===== src/rtl/bus_slot_pkg.sv =====
// bus_slot_pkg: shared constants and types for the bus slot sequencer.
//   DEFAULT_PHASE_BITS : default slot length exponent (slot = 2^PHASE_BITS clocks)
//   chIndex_t          : generic channel index type (wide enough for any channel count)
//   CH_VIDEO / CH_CPU  : named channels of the classic two-master configuration
package bus_slot_pkg;

   localparam int DEFAULT_PHASE_BITS = 3;
   localparam int MAX_CH_W           = 8;

   typedef logic [MAX_CH_W-1:0] chIndex_t;

   localparam chIndex_t CH_VIDEO = chIndex_t'(0);
   localparam chIndex_t CH_CPU   = chIndex_t'(1);

endpackage


===== src/rtl/bus_slot_arbiter.sv =====
// bus_slot_arbiter: combinational grant decision for the slot about to start.
//   nextSlot    in  CH_W    index of the upcoming slot (its nominal owner)
//   req         in  NUM_CH  per-channel bus request
//   donateEn    in  1       allows an idle owner's slot to go to DONATE_CH
//   nextGrant   out NUM_CH  one-hot owner of the upcoming slot
//   nextDonated out 1       upcoming slot is donated to DONATE_CH
module bus_slot_arbiter
   import bus_slot_pkg::*;
#(
   parameter int NUM_CH    = 2,
   parameter int DONATE_CH = NUM_CH - 1,
   localparam int CH_W     = $clog2(NUM_CH)
) (
   input  logic [CH_W-1:0]   nextSlot,
   input  logic [NUM_CH-1:0] req,
   input  logic              donateEn,
   output logic [NUM_CH-1:0] nextGrant,
   output logic              nextDonated
);

   localparam logic [CH_W-1:0] DONATE_IDX = CH_W'(DONATE_CH);

   // A requesting owner always keeps its slot; an idle owner only loses it
   // when the donation target actually wants the bus.
   always_comb begin
      nextDonated = donateEn && !req[nextSlot] && (nextSlot != DONATE_IDX) && req[DONATE_CH];
      nextGrant   = nextDonated ? NUM_CH'(1) << DONATE_CH : NUM_CH'(1) << nextSlot;
   end

endmodule


===== src/rtl/bus_slot_sequencer.sv =====
// bus_slot_sequencer: round-robin slot sequencer for the shared memory bus.
//   clk          in  1           master clock
//   reset_n      in  1           asynchronous active-low reset
//   req          in  NUM_CH      per-channel bus request (level)
//   donate_en    in  1           enables donation of idle slots to DONATE_CH
//   stall        in  1           wait state; holds the last phase of the slot
//   bus_phase    out PHASE_BITS  phase within the current slot
//   slot         out CH_W        index of the current slot (nominal owner)
//   grant        out NUM_CH      one-hot bus owner for the current slot
//   donated      out 1           current slot was donated to DONATE_CH
//   slot_start   out 1           first phase of a slot
//   cycle_ready  out 1           last phase of a slot and not stalled
//   clk8_en_p    out 1           CPU clock enable, odd phases
//   clk8_en_n    out 1           CPU clock enable, even phases
module bus_slot_sequencer
   import bus_slot_pkg::*;
#(
   parameter int NUM_CH     = 2,
   parameter int PHASE_BITS = DEFAULT_PHASE_BITS,
   parameter int DONATE_CH  = NUM_CH - 1,
   localparam int CH_W      = $clog2(NUM_CH)
) (
   input  logic                  clk,
   input  logic                  reset_n,
   input  logic [NUM_CH-1:0]     req,
   input  logic                  donate_en,
   input  logic                  stall,
   output logic [PHASE_BITS-1:0] bus_phase,
   output logic [CH_W-1:0]       slot,
   output logic [NUM_CH-1:0]     grant,
   output logic                  donated,
   output logic                  slot_start,
   output logic                  cycle_ready,
   output logic                  clk8_en_p,
   output logic                  clk8_en_n
);

   localparam logic [PHASE_BITS-1:0] LAST      = '1;
   localparam logic [CH_W-1:0]       LAST_SLOT = CH_W'(NUM_CH - 1);

   logic              atLast;
   logic              advance;
   logic [CH_W-1:0]   nextSlot;
   logic [NUM_CH-1:0] nextGrant;
   logic              nextDonated;

   // Explicit wrap keeps non-power-of-2 channel counts off unused indices.
   always_comb begin
      atLast   = bus_phase == LAST;
      advance  = atLast && !stall;
      nextSlot = (slot == LAST_SLOT) ? '0 : slot + 1'b1;
   end

   bus_slot_arbiter #(
      .NUM_CH    (NUM_CH),
      .DONATE_CH (DONATE_CH)
   ) arbiter (
      .nextSlot    (nextSlot),
      .req         (req),
      .donateEn    (donate_en),
      .nextGrant   (nextGrant),
      .nextDonated (nextDonated)
   );

   // Phase wraps naturally at LAST; a stall only freezes it there. Grant and
   // slot are captured only at the advance so they stay put for the whole slot.
   always_ff @(posedge clk or negedge reset_n) begin
      if (!reset_n) begin
         bus_phase <= '0;
         slot      <= CH_W'(CH_VIDEO);
         grant     <= NUM_CH'(1) << CH_VIDEO;
         donated   <= 1'b0;
      end else begin
         if (!(atLast && stall))
            bus_phase <= bus_phase + 1'b1;
         if (advance) begin
            slot    <= nextSlot;
            grant   <= nextGrant;
            donated <= nextDonated;
         end
      end
   end

   assign slot_start  = bus_phase == '0;
   assign cycle_ready = advance;
   assign clk8_en_p   = bus_phase[0];
   assign clk8_en_n   = !bus_phase[0];

endmodule


===== config.mk =====
export PLATFORM = sky130hd
export DESIGN_NAME = bus_slot_sequencer
export DESIGN_NICKNAME = d
export VERILOG_FILES = /design/src/rtl/bus_slot_pkg.sv /design/src/rtl/bus_slot_arbiter.sv /design/src/rtl/bus_slot_sequencer.sv
export SDC_FILE = /design/constraint.sdc
export NUM_CORES = 1
export LEC_CHECK = 0
export ABC_AREA = 1
export CORE_AREA = 5 5 42 44
export CTS_BUF_LIST = sky130_fd_sc_hd__clkbuf_8
export DETAILED_ROUTE_END_ITERATION = 6
export DIE_AREA = 0 0 47 49
export PLACE_DENSITY_LB_ADDON = 0.12
export SLEW_MARGIN = 20
export SYNTH_ARGS = -nofsm -noshare
export SYNTH_HDL_FRONTEND = slang
export SYNTH_HIERARCHICAL = 1
export SYNTH_SLANG_ARGS = --single-unit

===== constraint.sdc =====
create_clock -name clk -period 1.6 [get_ports clk]
set_clock_uncertainty 0.05 [all_clocks]
set_input_delay 0.32 -clock clk [delete_from_list [all_inputs] [get_ports clk]]
set_output_delay 0.32 -clock clk [all_outputs]
set_load 0.1 [all_outputs]

==> summary.txt, run 1 <==
GRT
  • First-pass GRT wire length: 1.59 mm
  • GR Layer Usage met3: 3.32%
  • Met2 Usage GRT: 16.1%
  • GRT Total Usage: 9.70%
  • Remaining Overflow, GRT: 0
  • Busiest layer in global routing: met2
  • Initial antenna violation count: 0
  • Vias in the first global route: 385
  • Met1 Use GR: 10.0%
  • Largest net degree at the start of global routing: 9

STA
  • Final Setup Violations: 2
  • Setup TNS Final: -0.247 ns
  • Worst slew pin tran: 0.320 ns
  • Final worst slack: -0.139 ns
  • Smallest hold slack: 0.302 ns
  • Final hold vios: 0
  • Slew Viols, Final: 0
  • Final critical-path required period: 1.74 ns
  • Relative slew slack: 78.6%
  • Highest Clock Rate: 575 MHz
  • RSZ-0062 raised after global routing: true
  • Final period util: 109%

Routing
  • DR pass1 iterations: 3
  • Avg WL per Cell: 10.1 um
  • WL final: 903 um
  • Via density: 4.40
  • DRC viols: 0
  • Final ANT Viol Nets: 0
  • DR vias: 392
  • Initial DRC count: 5

Status
  • Status: complete, but fails checks
  • Failing checks: negative setup slack

Final layout
  • Layout overhead on the synthesized area: 114%
  • Design Area, Final: 835 um^2
  • Multi-input gate area: 210 um^2
  • Ant diodes: 0
  • Share of layout cells above drive strength 1: 49.3%
  • Seq. cell area: 185 um^2
  • Final nets: 83
  • Fill cells: 123

Floorplanning
  • Rows: 14
  • Initial core utilization: 27.8%
  • Top Ports: 17
  • DIE HEIGHT: 49 um
  • Chip width: 47 um
  • Core area: 0.00140 mm^2
  • Die area: 0.00230 mm^2

Yosys
  • Yosys warns: 6
  • Mapped Cells: 47
  • Leading area contributor after synthesis: dfrtp_1
  • Netlist Area Pre-Place: 389 um^2
  • Area fraction of the dominant cell type after synthesis: 38.6%
  • Seq/Total Area, Yosys: 45.3%
  • Post-synth ARST share: 100%
  • Post-synth EDFFs: 0
  • Avg Inst Size Synth: 8.28 um^2
  • Net count after synthesis: 56
  • Synth area leaders: dfrtp_1, nand2_1, ha_1, nand3_1, dfstp_2
  • Synth top cells by count: nand2_1, nand3_1, dfrtp_1, inv_1, ha_1
  • Post-synthesis cell type count: 14
  • Most common cell in the synthesized netlist: nand2_1
  • #FFs+latches synth: 7
  • Most used DFF post-synth: dfrtp_1

Critical path
  • Worst setup EP type: output port
  • Most frequent CP cell: ha_4
  • CP max FO: 2
  • CP max stage cell: dfrtp_4
  • Worst setup SP type: register
  • CP max stage delay: 0.49 ns
  • Critical path class: register to output port
  • R2r startpoint: bus_phase[0]
  • WP data arrival: 1.37 ns
  • CP cell instances: ha_4, ha_4, nand2_4, clkinvlp_4, buf_12
  • CP Data Required Time: 1.23 ns
  • CP startpoint: bus_phase[0]

Place
  • Port buffer count: 16
  • DP Wirelength: 728 um
  • Post-DP Area: 747 um^2
  • Post-Place Setup Slack: 0.00723 ns
  • GP Congestion: 0.655

Clock network
  • CTS Buffer Depth: 2
  • CTS root buf: clkbuf_8
  • H-tree levels: 1
  • Clock latency on the worst-skew pair: 0.23 ns
  • # hold bufs at CTS: 0
  • Num CTS Buffers: 3
  • Worst-path clk slew: 0.04 ns
  • Clk sinks: 7
  • CTS tree: yes

Job
  • Max-cap violations: 0

Min path
  • HP Class: input port to asynchronous set/reset pin
==> logic make-up (layout without fill, tap and decap cells) <==
family                   Yosys count  in the layout  share of synthesized area, %
adder cells (fa/ha/maj)            3              3                          9.65
AND/OR/NAND/NOR                   26             26                          29.6
buffers and inverters              9             35                          12.2
flip-flops                         7              7                          45.3
AO/OA/AOI/OAI                      2              2                          3.21
==> flip-flops by register name (all words and copies together), names as in the netlist <==
signal     flops
slot           1
bus_phase      3
grant          2
donated        1
==> layout make-up <==
| class | count | area share, % |
|---|---|---|
| Clock buffer | 3 | 4.95 |
| Sequential cell | 7 | 22.2 |
| Multi-Input combinational cell | 31 | 25.2 |
| Clock inverter | 1 | 0.450 |
| Inverter | 7 | 4.35 |
| Tap cell | 16 | 2.40 |
| Timing Repair Buffer | 24 | 40.5 |
==> through the flow <==
step / utilization [%] / instances
6_report: 59.6 / 89
5_1_grt: 59.6 / 89
4_1_cts: 59.4 / 89
3_5_place_dp: 53.3 / 84
3_3_place_gp: 53.3 / 84
2_1_floorplan: - / 47
==> critical path: cells and delay by family (launching register included) <==
kind	cells	cell delay [ns]
fa+ha+maj	2	0.33
buf+inv	2	0.26
flops	1	0.49
simple gates	1	0.06
==> layout by cell type (no fill, tap or decap), types with 2 or more instances in the layout <==
master and count:
clkdlybuf4s50_1 5, buf_4 6, buf_12 11, clkbuf_8 3, nand3_1 7, dfrtp_4 2
clkinvlp_4 2, inv_2 2, ha_4 3, inv_1 3, dfrtp_1 3, nand2_1 16
buf_6 2
==> path summary, 6_finish.rpt <==
kind,cells past startpoint,slack [ns],end
min,1,0.30,bus_phase[1]
max reg2reg,6,0.31,bus_phase[2]
min in group clk,2,0.43,grant[0]
max,5,-0.14,cycle_ready
min reg2reg,2,0.43,grant[0]
max in group asynchronous,1,0.91,grant[0]
==> routing by layer <==
layer / vias up / wire length, um
li1: 197 / -
met1: 180 / 302
met2: 12 / 500
met3: 3 / 71
met4: 0 / 27
met5: - / 0
==> repair_timing <==
item	in CTS	in global routing
endpoints found under the setup margin	3	3
pin swaps	4	0
setup buffers	2	0
gates resized for setup	7	1
Power of run 1 is not shown: default switching activity piles up to over one toggle a cycle in this logic, so the estimate is an artifact.
==> run 2: changes to the inputs <==
ABC_CLOCK_PERIOD_IN_PS = 1600   (was unset)
SETUP_SLACK_MARGIN = 0.05   (was unset)
==> summary.txt, run 2 (same netlist as run 1, synthesis figures left out) <==
STA
  • Slew Viols, Final: 0
  • Worst slew pin tran: 0.327 ns
  • Relative slew slack: 78.1%
  • Final period util: 108%
  • Final worst slack: -0.136 ns
  • Final Setup Violations: 2
  • RSZ-0062 raised after global routing: true
  • Highest Clock Rate: 576 MHz
  • Final critical-path required period: 1.74 ns
  • Final hold vios: 0

Clock network
  • CTS tree: yes
  • # hold bufs at CTS: 0
  • Worst-path clk slew: 0.04 ns
  • Clock latency on the worst-skew pair: 0.22 ns
  • CTS Buffer Depth: 2
  • Clk sinks: 7
  • H-tree levels: 1
  • CTS root buf: clkbuf_8
  • Num CTS Buffers: 3

Final layout
  • Share of layout cells above drive strength 1: 49.3%
  • Most frequent cells in the layout: nand2_1, buf_12, nand3_1
  • Biggest regs: bus_phase: 3 flops, grant: 2 flops
  • Commonest non-fill, non-tap cell in the layout: nand2_1
  • Multi-input gate area: 210 um^2
  • Reg with most FFs: bus_phase
  • Fill cells: 119
  • Ant diodes: 0
  • Max FFs per register: 3
  • Layout overhead on the synthesized area: 116%
  • Seq. cell area: 185 um^2
  • Final nets: 83

Routing
  • WL final: 927 um
  • DR vias: 381
  • DR pass1 iterations: 2
  • Avg WL per Cell: 10.4 um
  • DRC viols: 0
  • Final ANT Viol Nets: 0
  • Initial DRC count: 1
  • Via density: 4.28

GRT
  • First-pass GRT wire length: 1.70 mm
  • Remaining Overflow, GRT: 0
  • Largest net degree at the start of global routing: 9
  • Initial antenna violation count: 0
  • GRT Total Usage: 10.3%
  • Vias in the first global route: 396

Critical path
  • WP data arrival: 1.37 ns
  • Crit path buffers/inverters: 2
  • WP depth: 5
  • CP max stage cell: dfrtp_4
  • Delay-heaviest family, CP: flip-flops
  • CP cell instances: ha_4, ha_4, nand2_4, clkinvlp_4, buf_12
  • Critical path class: register to output port
  • Reg2Reg Depth: 6
  • CP max stage delay: 0.49 ns
  • Worst setup EP type: output port
  • CP Data Required Time: 1.23 ns
  • CP max FO: 2
  • Worst setup SP type: register
  • Most frequent CP cell: ha_4

Status
  • Failing checks: negative setup slack
  • Status: complete, but fails checks

Floorplanning
  • Core area: 0.00140 mm^2
  • Chip width: 47 um
  • Die area: 0.00230 mm^2
  • Rows: 14
  • DIE HEIGHT: 49 um
  • Initial core utilization: 27.8%
  • Top Ports: 17

Job
  • Max-cap violations: 0

Place
  • Port buffer count: 16
  • DP Wirelength: 795 um
  • GP Congestion: 0.656
  • Post-Place Setup Slack: -0.00544 ns

Min path
  • HP Class: input port to asynchronous set/reset pin
## run 2: cell counts in the layout (fill, tap and decap cells not counted)
No cell type changed its count.
## run 2: per-layer routing
| metal | wire (um) | GRT usage (%) | vias up | share of wire [%] |
|---|---|---|---|---|
| met5 | 0 | 0 | - | 0 |
| met4 | 0 | 2.76 | 0 | 0 |
| met3 | 59 | 4.43 | 0 | 6.4 |
| met2 | 543 | 18.1 | 9 | 59 |
| met1 | 323 | 10.5 | 176 | 35 |
| li1 | - | - | 196 | - |
## run 2: repair_timing
action	CTS	global route
gates resized for setup	8	2
endpoints found under the setup margin	3	5
setup buffers	2	2
pin swaps	4	1
## run 2: cell type report
class | instances | share of cell area [%]
repair buffers | 24 | 41.1
multi-input cells | 31 | 25.0
flip-flops and latches | 7 | 22.1
clock buffers | 3 | 4.92
inverters | 7 | 4.02
well taps | 16 | 2.38
clock inverters | 1 | 0.447
## run 2: worst register-to-register path, cell delays in order, from the launching register on
cell and delay (ns):
dfrtp_4 0.49, ha_4 0.17, ha_4 0.16, buf_4 0.16, nand2_1 0.10, nand2_1 0.06, nand2_1 0.06
## run 2: through the flow
step           instance area, um^2  util [%]  TNS (ns)  cells  hold WS, ns
6_report                       840      59.9    -0.247     89        0.310
5_1_grt                        840      59.9    -0.342     89        0.317
4_1_cts                        836      59.6    -0.268     89        0.317
3_5_place_dp                   747      53.3  -0.00544     84        0.429
3_3_place_gp                   747      53.3         0     84        0.426
2_1_floorplan                  425         -     -1.21     47      -0.0256
## run 2: worst paths after layout
check | slack, ns | from | endpoint
worst min-delay path | 0.31 | reset_n | slot
min in group clk | 0.44 | grant[0] | grant[0]
max in group asynchronous | 0.90 | reset_n | grant[0]
worst max register to register | 0.29 | bus_phase[1] | bus_phase[0]
worst min register to register | 0.44 | grant[0] | grant[0]
worst max-delay path | -0.14 | bus_phase[1] | cycle_ready
Power of run 2 is left out for the same reason.
